## src/rtl/echo_capture.sv

```systemverilog
// echo_capture: frame-gated ADC capture with blanking, decimation and an
// AXI-Stream output FIFO whose last word sits in a registered output stage.
module echo_capture #(
    parameter int DATA_W     = 16,
    parameter int FIFO_DEPTH = 16
) (
    input  logic              clk,
    input  logic              rst,
    input  logic              enable,
    input  logic              frame_sync,
    input  logic [15:0]       blank_len,
    input  logic [15:0]       frame_len,
    input  logic [7:0]        decim,
    input  logic [DATA_W-1:0] adc_data,
    input  logic              adc_valid,
    output logic [DATA_W-1:0] m_axis_tdata,
    output logic              m_axis_tvalid,
    input  logic              m_axis_tready,
    output logic              m_axis_tlast,
    output logic              busy,
    output logic              frame_done,
    output logic              overflow
);

    localparam int AW = $clog2(FIFO_DEPTH);
    localparam int CW = AW + 1;

    typedef enum logic [1:0] {
        S_IDLE,
        S_BLANK,
        S_CAPTURE
    } state_t;

    state_t            r_state;
    logic              r_fs_q;
    logic [15:0]       r_blank_cnt;
    logic [15:0]       r_idx;
    logic [7:0]        r_dec_cnt;
    logic              r_done;
    logic              r_ovf;

    logic [DATA_W:0]   r_mem [FIFO_DEPTH];
    logic [AW-1:0]     r_wr_ptr;
    logic [AW-1:0]     r_rd_ptr;
    // Occupancy counts the memory plus the output register.
    logic [CW-1:0]     r_cnt;
    logic [DATA_W-1:0] r_out_data;
    logic              r_out_valid;
    logic              r_out_last;

    logic w_start;
    logic w_keep;
    logic w_last;
    logic w_full;
    logic w_push;
    logic w_drop;
    logic w_pop;
    logic w_mem_avail;
    logic w_load;

    assign w_start     = frame_sync & ~r_fs_q & enable;
    assign w_keep      = (r_state == S_CAPTURE) & enable & adc_valid &
                         (r_dec_cnt == 8'd0) & (frame_len != 16'd0);
    assign w_last      = (r_idx == frame_len - 16'd1);
    assign w_full      = (r_cnt == CW'(FIFO_DEPTH));
    assign w_push      = w_keep & ~w_full;
    assign w_drop      = w_keep & w_full;
    assign w_pop       = r_out_valid & m_axis_tready;
    assign w_mem_avail = (r_cnt > CW'(r_out_valid));
    assign w_load      = w_mem_avail & (~r_out_valid | m_axis_tready);

    // Frame sequencing: start detection, blanking, decimation and indexing.
    always_ff @(posedge clk or posedge rst) begin
        if (rst) begin
            r_state     <= S_IDLE;
            r_fs_q      <= 1'b1;
            r_blank_cnt <= '0;
            r_idx       <= '0;
            r_dec_cnt   <= '0;
            r_done      <= 1'b0;
        end else begin
            r_fs_q <= frame_sync;
            r_done <= 1'b0;
            case (r_state)
                S_IDLE: begin
                    if (w_start) begin
                        r_blank_cnt <= '0;
                        r_dec_cnt   <= '0;
                        r_idx       <= '0;
                        r_state     <= (blank_len == 16'd0) ? S_CAPTURE : S_BLANK;
                    end
                end
                S_BLANK: begin
                    if (!enable) begin
                        r_state <= S_IDLE;
                    end else if (adc_valid) begin
                        if (r_blank_cnt + 16'd1 == blank_len) begin
                            r_state   <= S_CAPTURE;
                            r_dec_cnt <= '0;
                            r_idx     <= '0;
                        end else begin
                            r_blank_cnt <= r_blank_cnt + 16'd1;
                        end
                    end
                end
                S_CAPTURE: begin
                    if (!enable) begin
                        r_state <= S_IDLE;
                    end else if (frame_len == 16'd0) begin
                        r_state <= S_IDLE;
                        r_done  <= 1'b1;
                    end else if (adc_valid) begin
                        r_dec_cnt <= (r_dec_cnt == decim) ? 8'd0 : r_dec_cnt + 8'd1;
                        // A dropped sample still consumes its index and can end the frame.
                        if (w_keep) begin
                            r_idx <= r_idx + 16'd1;
                            if (w_last) begin
                                r_state <= S_IDLE;
                                r_done  <= 1'b1;
                            end
                        end
                    end
                end
                default: r_state <= S_IDLE;
            endcase
        end
    end

    // Sticky overflow flag, cleared when capture is disabled.
    always_ff @(posedge clk or posedge rst) begin
        if (rst) begin
            r_ovf <= 1'b0;
        end else if (!enable) begin
            r_ovf <= 1'b0;
        end else if (w_drop) begin
            r_ovf <= 1'b1;
        end
    end

    // FIFO storage array, written on accepted pushes.
    always_ff @(posedge clk) begin
        if (w_push) begin
            r_mem[r_wr_ptr] <= {w_last, adc_data};
        end
    end

    // FIFO pointers, occupancy and the registered stream output stage.
    always_ff @(posedge clk or posedge rst) begin
        if (rst) begin
            r_wr_ptr    <= '0;
            r_rd_ptr    <= '0;
            r_cnt       <= '0;
            r_out_data  <= '0;
            r_out_valid <= 1'b0;
            r_out_last  <= 1'b0;
        end else begin
            if (w_push) begin
                r_wr_ptr <= r_wr_ptr + 1'b1;
            end
            r_cnt <= r_cnt + CW'(w_push) - CW'(w_pop);
            if (w_load) begin
                r_out_valid <= 1'b1;
                r_out_data  <= r_mem[r_rd_ptr][DATA_W-1:0];
                r_out_last  <= r_mem[r_rd_ptr][DATA_W];
                r_rd_ptr    <= r_rd_ptr + 1'b1;
            end else if (w_pop) begin
                r_out_valid <= 1'b0;
            end
        end
    end

    assign m_axis_tdata  = r_out_data;
    assign m_axis_tvalid = r_out_valid;
    assign m_axis_tlast  = r_out_last;
    assign busy          = (r_state != S_IDLE);
    assign frame_done    = r_done;
    assign overflow      = r_ovf;

endmodule
```

## config.mk

```make
export PLATFORM = sky130hd
export DESIGN_NAME = echo_capture
export DESIGN_NICKNAME = d
export VERILOG_FILES = /design/src/rtl/echo_capture.sv
export SDC_FILE = /design/constraint.sdc
export NUM_CORES = 1
export LEC_CHECK = 0
export ABC_AREA = 1
export ABC_CLOCK_PERIOD_IN_PS = 4000
export BUFFER_PORTS_ARGS = -buffer_cell sky130_fd_sc_hd__buf_2
export CAP_MARGIN = 15
export CORE_ASPECT_RATIO = 0.6
export CORE_UTILIZATION = 61
export DETAILED_ROUTE_END_ITERATION = 16
export PLACE_DENSITY = 0.84
export SLEW_MARGIN = 20
export SYNTH_ARGS = -nofsm -noshare
export SYNTH_HDL_FRONTEND = slang
export SYNTH_SLANG_ARGS = --single-unit
```

## constraint.sdc

```tcl
create_clock -name clk -period 4 [get_ports clk]
set_clock_uncertainty 0.15 [all_clocks]
set_input_delay 0.4 -clock clk [delete_from_list [all_inputs] [get_ports clk]]
set_output_delay 0.4 -clock clk [all_outputs]
set_load 0.01 [all_outputs]
```

# ---- Word level (Yosys, flattened, before mapping)
# Memory sizes are Yosys's and may differ from the RTL's. A register that Yosys moved wholly into a read port is not among the register bits.
# Cells that the tools add are included.
# W data, S select, Z words.
dict set report op_classes {
  n_addsub 8
  magnitude_cmp 1
  muxes 45
  bitwise 14
  n_reduce_logical 13
  n_eq_ne 21
}
# op n
set ops {}
lappend ops {{$mux W16} 11}
lappend ops {{$mux W8} 8}
lappend ops {{$pmux W16 S3} 1}
lappend ops {{$add A16 B1 Y16 const B} 2}
lappend ops {{$eq A16 B16 Y1} 2}
lappend ops {{$logic_not A16 Y1} 2}
lappend ops {{$pmux W16 S2} 1}
lappend ops {{$pmux W8 S3} 1}
lappend ops {{$mux W2} 10}
lappend ops {{$ne A2 B2 Y1 const B} 9}
lappend ops {{$reduce_bool A16 Y1} 1}
lappend ops {{$sub A16 B1 Y16 const B} 1}
lappend ops {{$mux W1} 12}
lappend ops {{$ne A4 B3 Y1 const B} 3}
lappend ops {{$and A1 B1 Y1} 10}
lappend ops {{$reduce_and A9 Y1} 1}
lappend ops {{$add A4 B1 Y4 const B} 2}
lappend ops {{$add A8 B1 Y8 const B} 1}
lappend ops {{$eq A8 B8 Y1} 1}
lappend ops {{$logic_not A8 Y1} 1}
lappend ops {{$reduce_and A8 Y1} 1}
lappend ops {{$ne A3 B3 Y1 const B} 2}
lappend ops {{$pmux W2 S3} 1}
lappend ops {{$reduce_and A6 Y1} 1}
lappend ops {{other kinds (13)} 17}
dict set report word_totals {
  ff_bits 59
  out_inout_bits 21
  mem_bits_rw 272
  wordCells 114
  memories 1
  input_bits 62
}
# memory words word_bits read_ports rd_ports_with_merged_regs wr line_no
set mem_list {}
lappend mem_list {r_mem 16 17 1 1 1 42} ;# logic [DATA_W:0] r_mem [FIFO_DEPTH];

# ---- Logic depth before layout (Yosys ltp)
# Gate-level depths: netlist of run 1.
dict set report depth {
  depth_word 10
  ltp_mapped 16
  ltp_nobuf 16
}

# ---- Least setup slack after synthesis of run 1
# Ideal clock, no wire load.
dict set report synth_timing {
  kind {register to register}
  from {reg r_state[1]}
  to {mem r_mem[11][0] (netlist name) (enable)}
  setup_ns 0.390
  n_path_buf 0
  path_stages_with_launch 11
  period_less_slack_ns 2.864
  t_arrival_ns 2.324
  required_ns 3.460
  setup_slack_ns 1.136
  cell_sequence {dfrtp_1 -> inv_1 -> nor2_1 -> clkinv_1 -> nor2_1 -> nand2_1 -> nor2_1 -> nand2_1 -> inv_1 -> nand3_1 -> nor2_1}
}
dict set report synth_between {
  elab_chain_len 8
}
# element line_no
set synth_lines {}
lappend synth_lines {{start, declared} 34} ;# state_t r_state;
lappend synth_lines {{start signal, assigned} 90} ;# r_state <= (blank_len == 16'd0) ? S_CAPTURE : S_BLANK;
lappend synth_lines {{$eq A2 B2 Y1} 62} ;# assign w_keep = (r_state == S_CAPTURE) & enable & adc_valid &
lappend synth_lines {{$and A1 B1 Y1 (3 in series)} 62}
lappend synth_lines {{$and A1 B1 Y1} 63} ;# (r_dec_cnt == 8'd0) & (frame_len != 16'd0);
lappend synth_lines {{$and A1 B1 Y1} 66} ;# assign w_push = w_keep & ~w_full;
lappend synth_lines {{$mux W1} 142} ;# if (w_push) begin
lappend synth_lines {{$mux W1 (not written as such)} 143} ;# r_mem[r_wr_ptr] <= {w_last, adc_data};
lappend synth_lines {{end, declared} 42}
# No other way between the ends.

# ---- Worst setup path after layout of run 1
dict set report layout_timing {
  from {reg r_state[1]}
  to {reg r_cnt[4]}
}
dict set report layout_between {
  elab_chain_len 8
}
# element line_no
set layout_lines {}
lappend layout_lines {{$eq A2 B2 Y1} 62}
lappend layout_lines {{$and A1 B1 Y1 (3 in series)} 62}
lappend layout_lines {{$and A1 B1 Y1} 63}
lappend layout_lines {{$and A1 B1 Y1} 66}
lappend layout_lines {{$add A5 B1 Y5} 160} ;# r_cnt <= r_cnt + CW'(w_push) - CW'(w_pop);
lappend layout_lines {{$sub A5 B1 Y5} 160}
lappend layout_lines {{end signal, assigned} 160}
lappend layout_lines {{end, declared} 46} ;# logic [CW-1:0] r_cnt;
# No other way between the ends.
# A chain may end at the register's enable or synchronous reset.

==> impl_metrics.toml, run 1 <==
[outcome]
status = "finished, final reports clean"

[detailed_routing]
antenna_left = 0
route.detailed.drc = 0
vias = 12400
drt-total-wl_um = 39800
avgViaCountPerCell = 6.13
drt_pass1_iterations = 6
drt-initial-drc-count = 1648
wl_per_cell_um = 19.7

[clock_tree]
cts.reportedPaths.clkPinSlew_ns = 0.07
clkSinkCount = 348
clock_latency_ns = 0.56
cts_tree = "done"
clock-root-buffer = "clkbuf_16"
htree_levels = 1
clock_path_buffers = 3
numCtsBuffers = 29

[yosys]
synth_cell_types = 42
synth_top_flop_cell = "edfxtp_1"
synth.avg_cell_area_sq_um = 10.3
yosysTopAreaCell = "edfxtp_1"
synth.net_count = 1654
synth_top_area_share_pct = 50.5
netlist_area_sq_mm = 0.0162
yosysMostFrequentCell = "nand2_1"
ys.warnings.count = 0
synthTopCellsByArea = "edfxtp_1 (50%), dfrtp_1 (12%), nand2_1 (6.8%), nor2_1 (5.3%), o21ai_0 (4.5%)"
yosysSeqAreaShare_pct = 62.3
ys_seq_elements = 348
syn_inst = 1569
synth_commonest_cells = "nand2_1 (294), edfxtp_1 (272), nor2_1 (230)"
synth_edf_count = 272
synth-async-reset-ratio_pct = 21.8

[timing]
rsz0062_at_grt = "no"
max_freq_mhz = 312
fin_crit_sh_pct = 80.2
setup_tns_ns = 0
final_hold_viol_count = 0
setup_violations = 0
finalCriticalPeriod_ns = 3.21
slew_viol_final = 0
max_slew_margin_pct = 41.3
worstMarginPinSlew_ns = 0.875

[global_route]
grt_first_pass_wirelength_um = 63000
grt_max_degree = 139
grt_pass1_vias = 11600
gr-total-overflow = 0
grtUsageTotal_pct = 30.1
antenna_found_initial = 0

[worst_setup_path]
crit_type = "reg2reg"
worstPathArrival_ns = 3.49
setup.worst_path.end_class = "flop"
start_kind = "flop"
required_ns = 4.29
crit_path_max_fanout = 4

[finish]
antenna_cells = 0
final_util_pct = 70.0
fin_nets = 1731
areaGrowthSynthToFinish_pct = 11.1
final_cell_area_sq_mm = 0.0180
drive_gt1_share_pct = 12.7

[min_path]
hold_class = "in2reg"

[power_and_ir_drop]
power.density_mw_per_mm2 = 586
ir_worst_vdd_mv = 0.448
power_leakage_nw = 6.89

[floorplanning]
die_x_um = 212
dieArea_sq_mm = 0.0272
initial_core_util_pct = 63.0
num_rows = 45
core_area_sq_mm = 0.0257
die_h_um = 128
ios = 83

[placement]
dpl.hpwl_um = 25000
placed_cell_area_sq_mm = 0.0170
gp_congestion = 0.943
port_buffers = 82

[job]
maxCapViolCount = 0
[worst paths after layout]
kind / from / endpoint / slack [ns] / depth (start not counted)
setup / recovery: r_state[1] / r_cnt[4] / 0.79 / 15
max in group asynchronous: rst / m_axis_tdata[2] / 2.51 / 4
hold reg to reg: m_axis_tdata[1] / m_axis_tdata[1] / 0.33 / 1
min in group asynchronous: rst / frame_done / 0.35 / 3
hold / removal: m_axis_tready / m_axis_tvalid / 0.04 / 4
setup reg to reg: r_state[1] / r_cnt[4] / 0.79 / 15
[sequential cells by signal, summed over array words and instances (netlist names), 2 cells and up]
| name | cells |
|---|---|
| r_mem | 272 |
| m_axis_tdata | 16 |
| r_blank_cnt | 16 |
| r_idx | 16 |
| r_dec_cnt | 8 |
| r_cnt | 5 |
| r_rd_ptr | 4 |
| r_wr_ptr | 4 |
| r_state | 2 |
[power by group]
group	leakage (nW)	internal [mW]	switching (mW)
Clock	0.462	1.45	1.29
Combinational	3.00	1.11	2.36
Sequential	3.43	4.12	0.213
[metrics by stage]
step | hold WS [ns] | power, mW | setup WS [ns] | cells
2_1_floorplan | 0.254 | 6.72 | 1.14 | 1569
3_3_place_gp | 0.318 | 7.66 | 0.770 | 1964
3_5_place_dp | 0.325 | 7.78 | 0.632 | 1964
4_1_cts | 0.0198 | 10.5 | 0.846 | 2020
5_1_grt | 0.0278 | 11.1 | 0.545 | 2020
6_report | 0.0402 | 10.5 | 0.793 | 2020
[kinds of logic (layout without fill, tap and decap cells)]
group | Yosys count | after routing | synth area share, %
AND/OR/NAND/NOR | 708 | 708 | 19.0
flip-flops | 348 | 348 | 62.3
AO/OA/AOI/OAI | 271 | 271 | 10.5
buffers and inverters | 182 | 281 | 4.43
XOR/XNOR | 37 | 37 | 2.00
adder cells (fa/ha/maj) | 23 | 23 | 1.83
[final cells by class]
class | count | area (sq um)
inverters | 111 | 420
clock buffers | 32 | 767
clock inverters | 21 | 140
flip-flops and latches | 348 | 10100
multi-input cells | 1039 | 5430
fillers | 1873 | 7690
well taps | 352 | 440
repair buffers | 117 | 706
[cell usage in the layout (no fill, tap or decap), types with 3 or more instances in the layout]
| master | count |
|---|---|
| nor2_2 | 19 |
| xnor2_1 | 10 |
| nor4_1 | 6 |
| dfrtp_1 | 72 |
| inv_1 | 106 |
| clkbuf_8 | 3 |
| clkbuf_16 | 29 |
| o211ai_1 | 22 |
| a21oi_1 | 7 |
| nand2_1 | 294 |
| o22ai_1 | 22 |
| nand4_1 | 47 |
| o21a_1 | 19 |
| o21ai_0 | 145 |
| ha_1 | 22 |
| dlygate4sd3_1 | 3 |
| buf_4 | 30 |
| edfxtp_1 | 272 |
| nor3_1 | 17 |
| o221ai_1 | 46 |
| nand3b_1 | 4 |
| or2_2 | 7 |
| buf_2 | 82 |
| xor2_1 | 27 |
| nor2_1 | 214 |
| clkinv_2 | 14 |
| nor2_4 | 5 |
| nand3_1 | 87 |
| clkinv_1 | 6 |
[worst max-delay path, stage by stage (launching register included)]
cell and delay (ns):
dfrtp_1 0.41, inv_1 0.05, nor2_1 0.23, clkinv_1 0.13, nor2_1 0.14, nand2_1 0.11, nor2_1 0.25, nand2_1 0.17
ha_1 0.33, inv_1 0.06, ha_1 0.16, inv_1 0.06, fa_1 0.40, o21ai_0 0.19, a21oi_1 0.11, xor2_1 0.15
[routing by layer]
| metal | up-vias | track usage (%) | part of all wire [%] |
|---|---|---|---|
| met4 | 0 | 6.64 | 1.8 |
| li1 | 5663 | - | - |
| met1 | 5922 | 46.2 | 44 |
| met3 | 74 | 6.57 | 11 |
| met5 | - | 0.726 | 0 |
| met2 | 725 | 44.1 | 43 |
[timing repair]
| action | CTS | global route |
|---|---|---|
| hold buffers | 3 | 0 |
| buffers inserted | 0 | 0 |
| endpoints found under the hold margin | 53 | 0 |
| gates resized for setup | 0 | 0 |
No activity file was read; power rests on OpenSTA's default activity.
==> inputs of run 2 (changes only) <==
ABC_CLOCK_PERIOD_IN_PS = 2730   (was 4000)
CORE_UTILIZATION = 55   (was 61)
PLACE_DENSITY = 0.81   (was 0.84)
clock period = 2.73 ns   (was 4 ns; I/O delays follow)
==> impl_metrics.toml, run 2 (same netlist as run 1, synthesis figures left out) <==
[finish]
fin_nets = 1811
largest_reg_flops = 272
layout_commonest_cell = "nand2_1"
final_cell_area_sq_mm = 0.0189
final_cell_mix = "nand2_1 (294), edfxtp_1 (272), nor2_1 (209), o21ai_0 (143), inv_1 (106)"
antenna_cells = 0
areaGrowthSynthToFinish_pct = 16.9
drive_gt1_share_pct = 16.1
largest_register = "r_mem"
final_util_pct = 65.6

[floorplanning]
ios = 83
die_x_um = 223
dieArea_sq_mm = 0.0301
initial_core_util_pct = 56.1
die_h_um = 135
core_area_sq_mm = 0.0288
num_rows = 48

[placement]
dpl.hpwl_um = 27700
placed_cell_area_sq_mm = 0.0176
gp_congestion = 0.936
port_buffers = 82

[worst_setup_path]
setup.worst_path.end_class = "flop"
cp_slowest_cell = "dfrtp_1"
crit_chain = "ha_2 -> nand3_2 -> nor2_4 -> nand3_1 -> nand2_1 -> nand2_1 -> nand2_1 -> nand3_1 -> nor2_4 -> nand3_4 -> nand2_8 -> nand3_2 -> nand2_1 -> nand2_1"
crit_family = "simple AND/OR/NAND/NOR gates"
crit_top_cell = "nand2_1"
max_stage_delay_ns = 0.39
r2r_cells = 14
required_ns = 3.05
crit_start = "r_blank_cnt[1]"
crit_path_max_fanout = 14
start_kind = "flop"
r2r-start = "r_blank_cnt[1]"
crit_type = "reg2reg"
crit_buf_inv = 0
worstPathArrival_ns = 2.91
cp.depth = 14

[timing]
max_slew_margin_pct = 56.6
worstMarginPinSlew_ns = 0.651
finalCriticalPeriod_ns = 2.59
setup_tns_ns = 0
rsz0062_at_grt = "yes"
slew_viol_final = 0
max_freq_mhz = 386
setup_violations = 0
final_hold_viol_count = 0
fin_crit_sh_pct = 95.0

[detailed_routing]
vias = 12600
avgViaCountPerCell = 5.91
route.detailed.drc = 0
drt-total-wl_um = 42100
drt-initial-drc-count = 1605
antenna_left = 0
wl_per_cell_um = 19.8
drt_pass1_iterations = 5

[min_path]
hold_class = "in2reg"
holdPathStages = 5
hp-start = "adc_valid"

[outcome]
status = "finished, final reports clean"

[power_and_ir_drop]
power.total_mw = 16.2
ir_worst_vdd_mv = 0.531
pwr-share-comb_pct = 34.4
pwr-share-seq_pct = 38.8
p_sw_mw = 5.87
intPower_mw = 10.3
switching_share_pct = 36.2
power_leakage_nw = 7.31
pwr-share-clk_pct = 26.8
power.density_mw_per_mm2 = 857

[global_route]
grt_pass1_vias = 11700
grtUsageTotal_pct = 28.0
grt_max_degree = 76
antenna_found_initial = 2
gr-total-overflow = 0
grt_first_pass_wirelength_um = 64900

[clock_tree]
clock_path_buffers = 3
clock_latency_ns = 0.57
cts.reportedPaths.clkPinSlew_ns = 0.07
htree_levels = 1
cts_tree = "done"
clkSinkCount = 348
numCtsBuffers = 31
clock-root-buffer = "clkbuf_16"

[job]
maxCapViolCount = 0
-- run 2: cell count changes in the layout (fill, tap and decap cells not counted), moves of 3 or more --
cell | previous run | this run
buf_12 | 2 | 12
buf_4 | 30 | 76
clkbuf_1 | 0 | 5
clkbuf_8 | 3 | 0
clkinv_2 | 14 | 10
clkinvlp_4 | 1 | 4
dlygate4sd3_1 | 3 | 22
nor2_1 | 214 | 209
nor2_2 | 19 | 24
-- run 2: stage by stage --
| stage | hold WS [ns] | instances | setup slack [ns] |
|---|---|---|---|
| after floorplan | 0.127 | 1569 | 0.0186 |
| final | 0.0345 | 2126 | 0.137 |
| after global routing | 0.0662 | 2126 | -0.00461 |
| after detailed placement | 0.234 | 2042 | -0.108 |
| after global placement | 0.229 | 2042 | -0.0526 |
| after CTS | 0.0321 | 2122 | 0.0354 |
-- run 2: timing repair --
action                                 4_1_cts  5_1_grt
hold buffers                                22        0
gates resized for setup                      0       14
endpoints found under the hold margin      292        0
setup endpoints to repair                    0       41
setup buffers                                0        2
-- run 2: path summary, 6_finish.rpt --
path	endpoint	slack (ns)
min in group asynchronous	frame_done	0.17
worst max-delay path	r_idx[15]	0.14
worst max register to register	r_idx[15]	0.14
worst min-delay path	r_state[1]	0.03
max in group asynchronous	m_axis_tdata[3]	1.58
worst min register to register	m_axis_tdata[15]	0.34
-- run 2: worst register-to-register path, cell delays in order, from the launching register on --
cell and delay (ns):
dfrtp_1 0.39, ha_2 0.23, nand3_2 0.15, nor2_4 0.22, nand3_1 0.12, nand2_1 0.10, nand2_1 0.05, nand2_1 0.05
nand3_1 0.12, nor2_4 0.18, nand3_4 0.14, nand2_8 0.17, nand3_2 0.23, nand2_1 0.14, nand2_1 0.06
-- run 2: metal layers --
metal | global-route usage, % | vias to the layer above | routed length (um)
met5 | 0 | - | 25
met4 | 5.18 | 4 | 652
met3 | 5.74 | 68 | 4740
met2 | 40.6 | 672 | 17800
met1 | 43.8 | 5979 | 18800
li1 | - | 5835 | -
-- run 2: layout make-up --
| cell class | instances | area [sq um] |
|---|---|---|
| tap | 375 | 469 |
| inverter | 111 | 420 |
| clock buffer | 36 | 795 |
| multi-input combinational | 1041 | 5490 |
| fill | 2223 | 9920 |
| sequential | 348 | 10100 |
| timing repair buffer | 193 | 1450 |
| clock inverter | 22 | 204 |
-- run 2: power by group through the flow --
stage               combinational, mW  clock, mW  sequential (mW)
finish                           5.58       4.34             6.29
global route                     6.13       4.58             6.32
CTS                              5.46       4.36             6.28
detailed placement               5.38          0             6.39
global placement                 5.17          0             6.37
floorplan                        3.47          0             6.38
==> inputs of run 3 (changes only) <==
ABC_CLOCK_PERIOD_IN_PS = 3020   (was 2730)
CORE_UTILIZATION = 64   (was 55)
PLACE_DENSITY = 0.88   (was 0.81)
clock period = 3.02 ns   (was 2.73 ns; I/O delays follow)
==> impl_metrics.toml, run 3 (same netlist as run 1, synthesis figures left out) <==
[finish]
antenna_cells = 0
fin_nets = 1767
n_fill_cell = 1580
drive_gt1_share_pct = 13.6
layout_commonest_cell = "nand2_1"
largest_reg_flops = 272
areaGrowthSynthToFinish_pct = 14.1
largest_register = "r_mem"
final_cell_mix = "nand2_1 (294), edfxtp_1 (272), nor2_1 (212), o21ai_0 (144), inv_1 (104)"

[timing]
finalCriticalPeriod_ns = 2.82
max_slew_margin_pct = 42.2
final_hold_viol_count = 0
setup_tns_ns = 0
max_freq_mhz = 355
fin_crit_sh_pct = 93.4
hold_ws_ns = 0.0733
slew_viol_final = 0
worstMarginPinSlew_ns = 0.861
setup_violations = 0
rsz0062_at_grt = "no"

[worst_setup_path]
crit_buf_inv = 3
crit_chain = "inv_2 -> nand2_1 -> nor3_1 -> nand4_1 -> nor2_2 -> nand2_1 -> ha_1 -> inv_1 -> ha_1 -> inv_1 -> fa_1 -> o21ai_1 -> a21oi_1 -> xor2_1"
worstPathArrival_ns = 3.10
crit_path_max_fanout = 4
setup.worst_path.end_class = "flop"
crit_family = "adder cells"
cp_slowest_cell = "dfrtp_2"
crit_type = "reg2reg"
start_kind = "flop"
r2r_slack_ns = 0.20
required_ns = 3.30
max_stage_delay_ns = 0.44

[placement]
gp_congestion = 0.938
dpl.hpwl_um = 25600
port_buffers = 82

[floorplanning]
die_x_um = 207
core_area_sq_mm = 0.0245
die_h_um = 125
ios = 83
initial_core_util_pct = 66.0
num_rows = 44
dieArea_sq_mm = 0.0259

[power_and_ir_drop]
ir_worst_vdd_mv = 0.750
pwr-share-comb_pct = 33.1
power.density_mw_per_mm2 = 787
power_leakage_nw = 7.10
intPower_mw = 9.31
p_sw_mw = 5.21
pwr-share-seq_pct = 38.9
switching_share_pct = 35.9
pwr-share-clk_pct = 28.0

[detailed_routing]
drt-initial-drc-count = 1709
avgViaCountPerCell = 6.17
met2_length_um = 18200
drt_pass1_iterations = 6
dr_wl_met3_um = 4520
top_layer_used = "met4"
wl_met1_um = 17200
antenna_left = 0
route.detailed.drc = 0
drt-total-wl_um = 40800
vias = 12500
wl_per_cell_um = 20.1

[clock_tree]
cts_tree = "done"
htree_levels = 1
clock-root-buffer = "clkbuf_16"
clkSinkCount = 348
clock_latency_ns = 0.57
cts.reportedPaths.clkPinSlew_ns = 0.07
clock_path_buffers = 3
numCtsBuffers = 30

[job]
maxCapViolCount = 0

[global_route]
antenna_found_initial = 0
gr-total-overflow = 0
grt_first_pass_wirelength_um = 64200
grt_max_degree = 139
grt_pass1_vias = 12100
grtUsageTotal_pct = 31.8

[outcome]
status = "finished, final reports clean"

[min_path]
hold_class = "in2reg"
==> run 3: worst register-to-register path, cell delays in order, from the launching register on <==
cell and delay, ns:
dfrtp_2 0.44, inv_2 0.09, nand2_1 0.06, nor3_1 0.17
nand4_1 0.18, nor2_2 0.17, nand2_1 0.09, ha_1 0.30
inv_1 0.06, ha_1 0.16, inv_1 0.06, fa_1 0.40
o21ai_1 0.14, a21oi_1 0.09, xor2_1 0.14
==> run 3: final timing paths <==
path                       cells after the start      endpoint           from
hold / removal                                 4    frame_done  frame_len[15]
setup / recovery                              14      r_cnt[4]   r_dec_cnt[3]
min in group asynchronous                      4     r_idx[15]            rst
max in group asynchronous                      4   r_rd_ptr[0]            rst
setup reg to reg                              14      r_cnt[4]   r_dec_cnt[3]
hold reg to reg                                1  m_axis_tlast   m_axis_tlast
==> run 3: power by group through the flow <==
stage	Clock (mW)	Combinational, mW	Sequential [mW]
finish	4.06	4.81	5.65
global route	4.28	5.22	5.68
CTS	4.09	4.71	5.65
detailed placement	0	4.65	5.75
global placement	0	4.40	5.73
floorplan	0	3.13	5.77
==> run 3: repair_timing <==
item	in CTS	in global routing
hold endpoints to repair	334	0
resized for setup	0	5
setup endpoints to repair	0	1
hold buffers	20	0
setup buffers	0	1
==> run 3: metrics by stage <==
stage | area [sq um] | util (%) | setup WS [ns] | std cells | total power, mW
after detailed placement | 17200 | 70.2 | 0.0644 | 1951 | 10.4
after global routing | 18500 | 75.3 | 0.0219 | 2028 | 15.2
after CTS | 18400 | 75.3 | 0.148 | 2027 | 14.4
final | 18500 | 75.3 | 0.199 | 2028 | 14.5
after floorplan | 16200 | - | 0.156 | 1569 | 8.90
after global placement | 17200 | 70.2 | 0.142 | 1951 | 10.1
==> run 3: layout make-up <==
class / count / area (sq um) / share of cell area (%)
repair buffers: 152 / 1090 / 5.88
well taps: 322 / 403 / 2.18
inverters: 111 / 419 / 2.27
clock buffers: 36 / 795 / 4.30
clock inverters: 20 / 245 / 1.33
multi-input cells: 1039 / 5430 / 29.4
flip-flops and latches: 348 / 10100 / 54.6
==> run 3: per-layer routing <==
metal	up-vias	track usage (%)
met5	-	0
met3	88	7.33
met2	697	48.4
met1	5996	46.3
li1	5736	-
met4	0	8.82
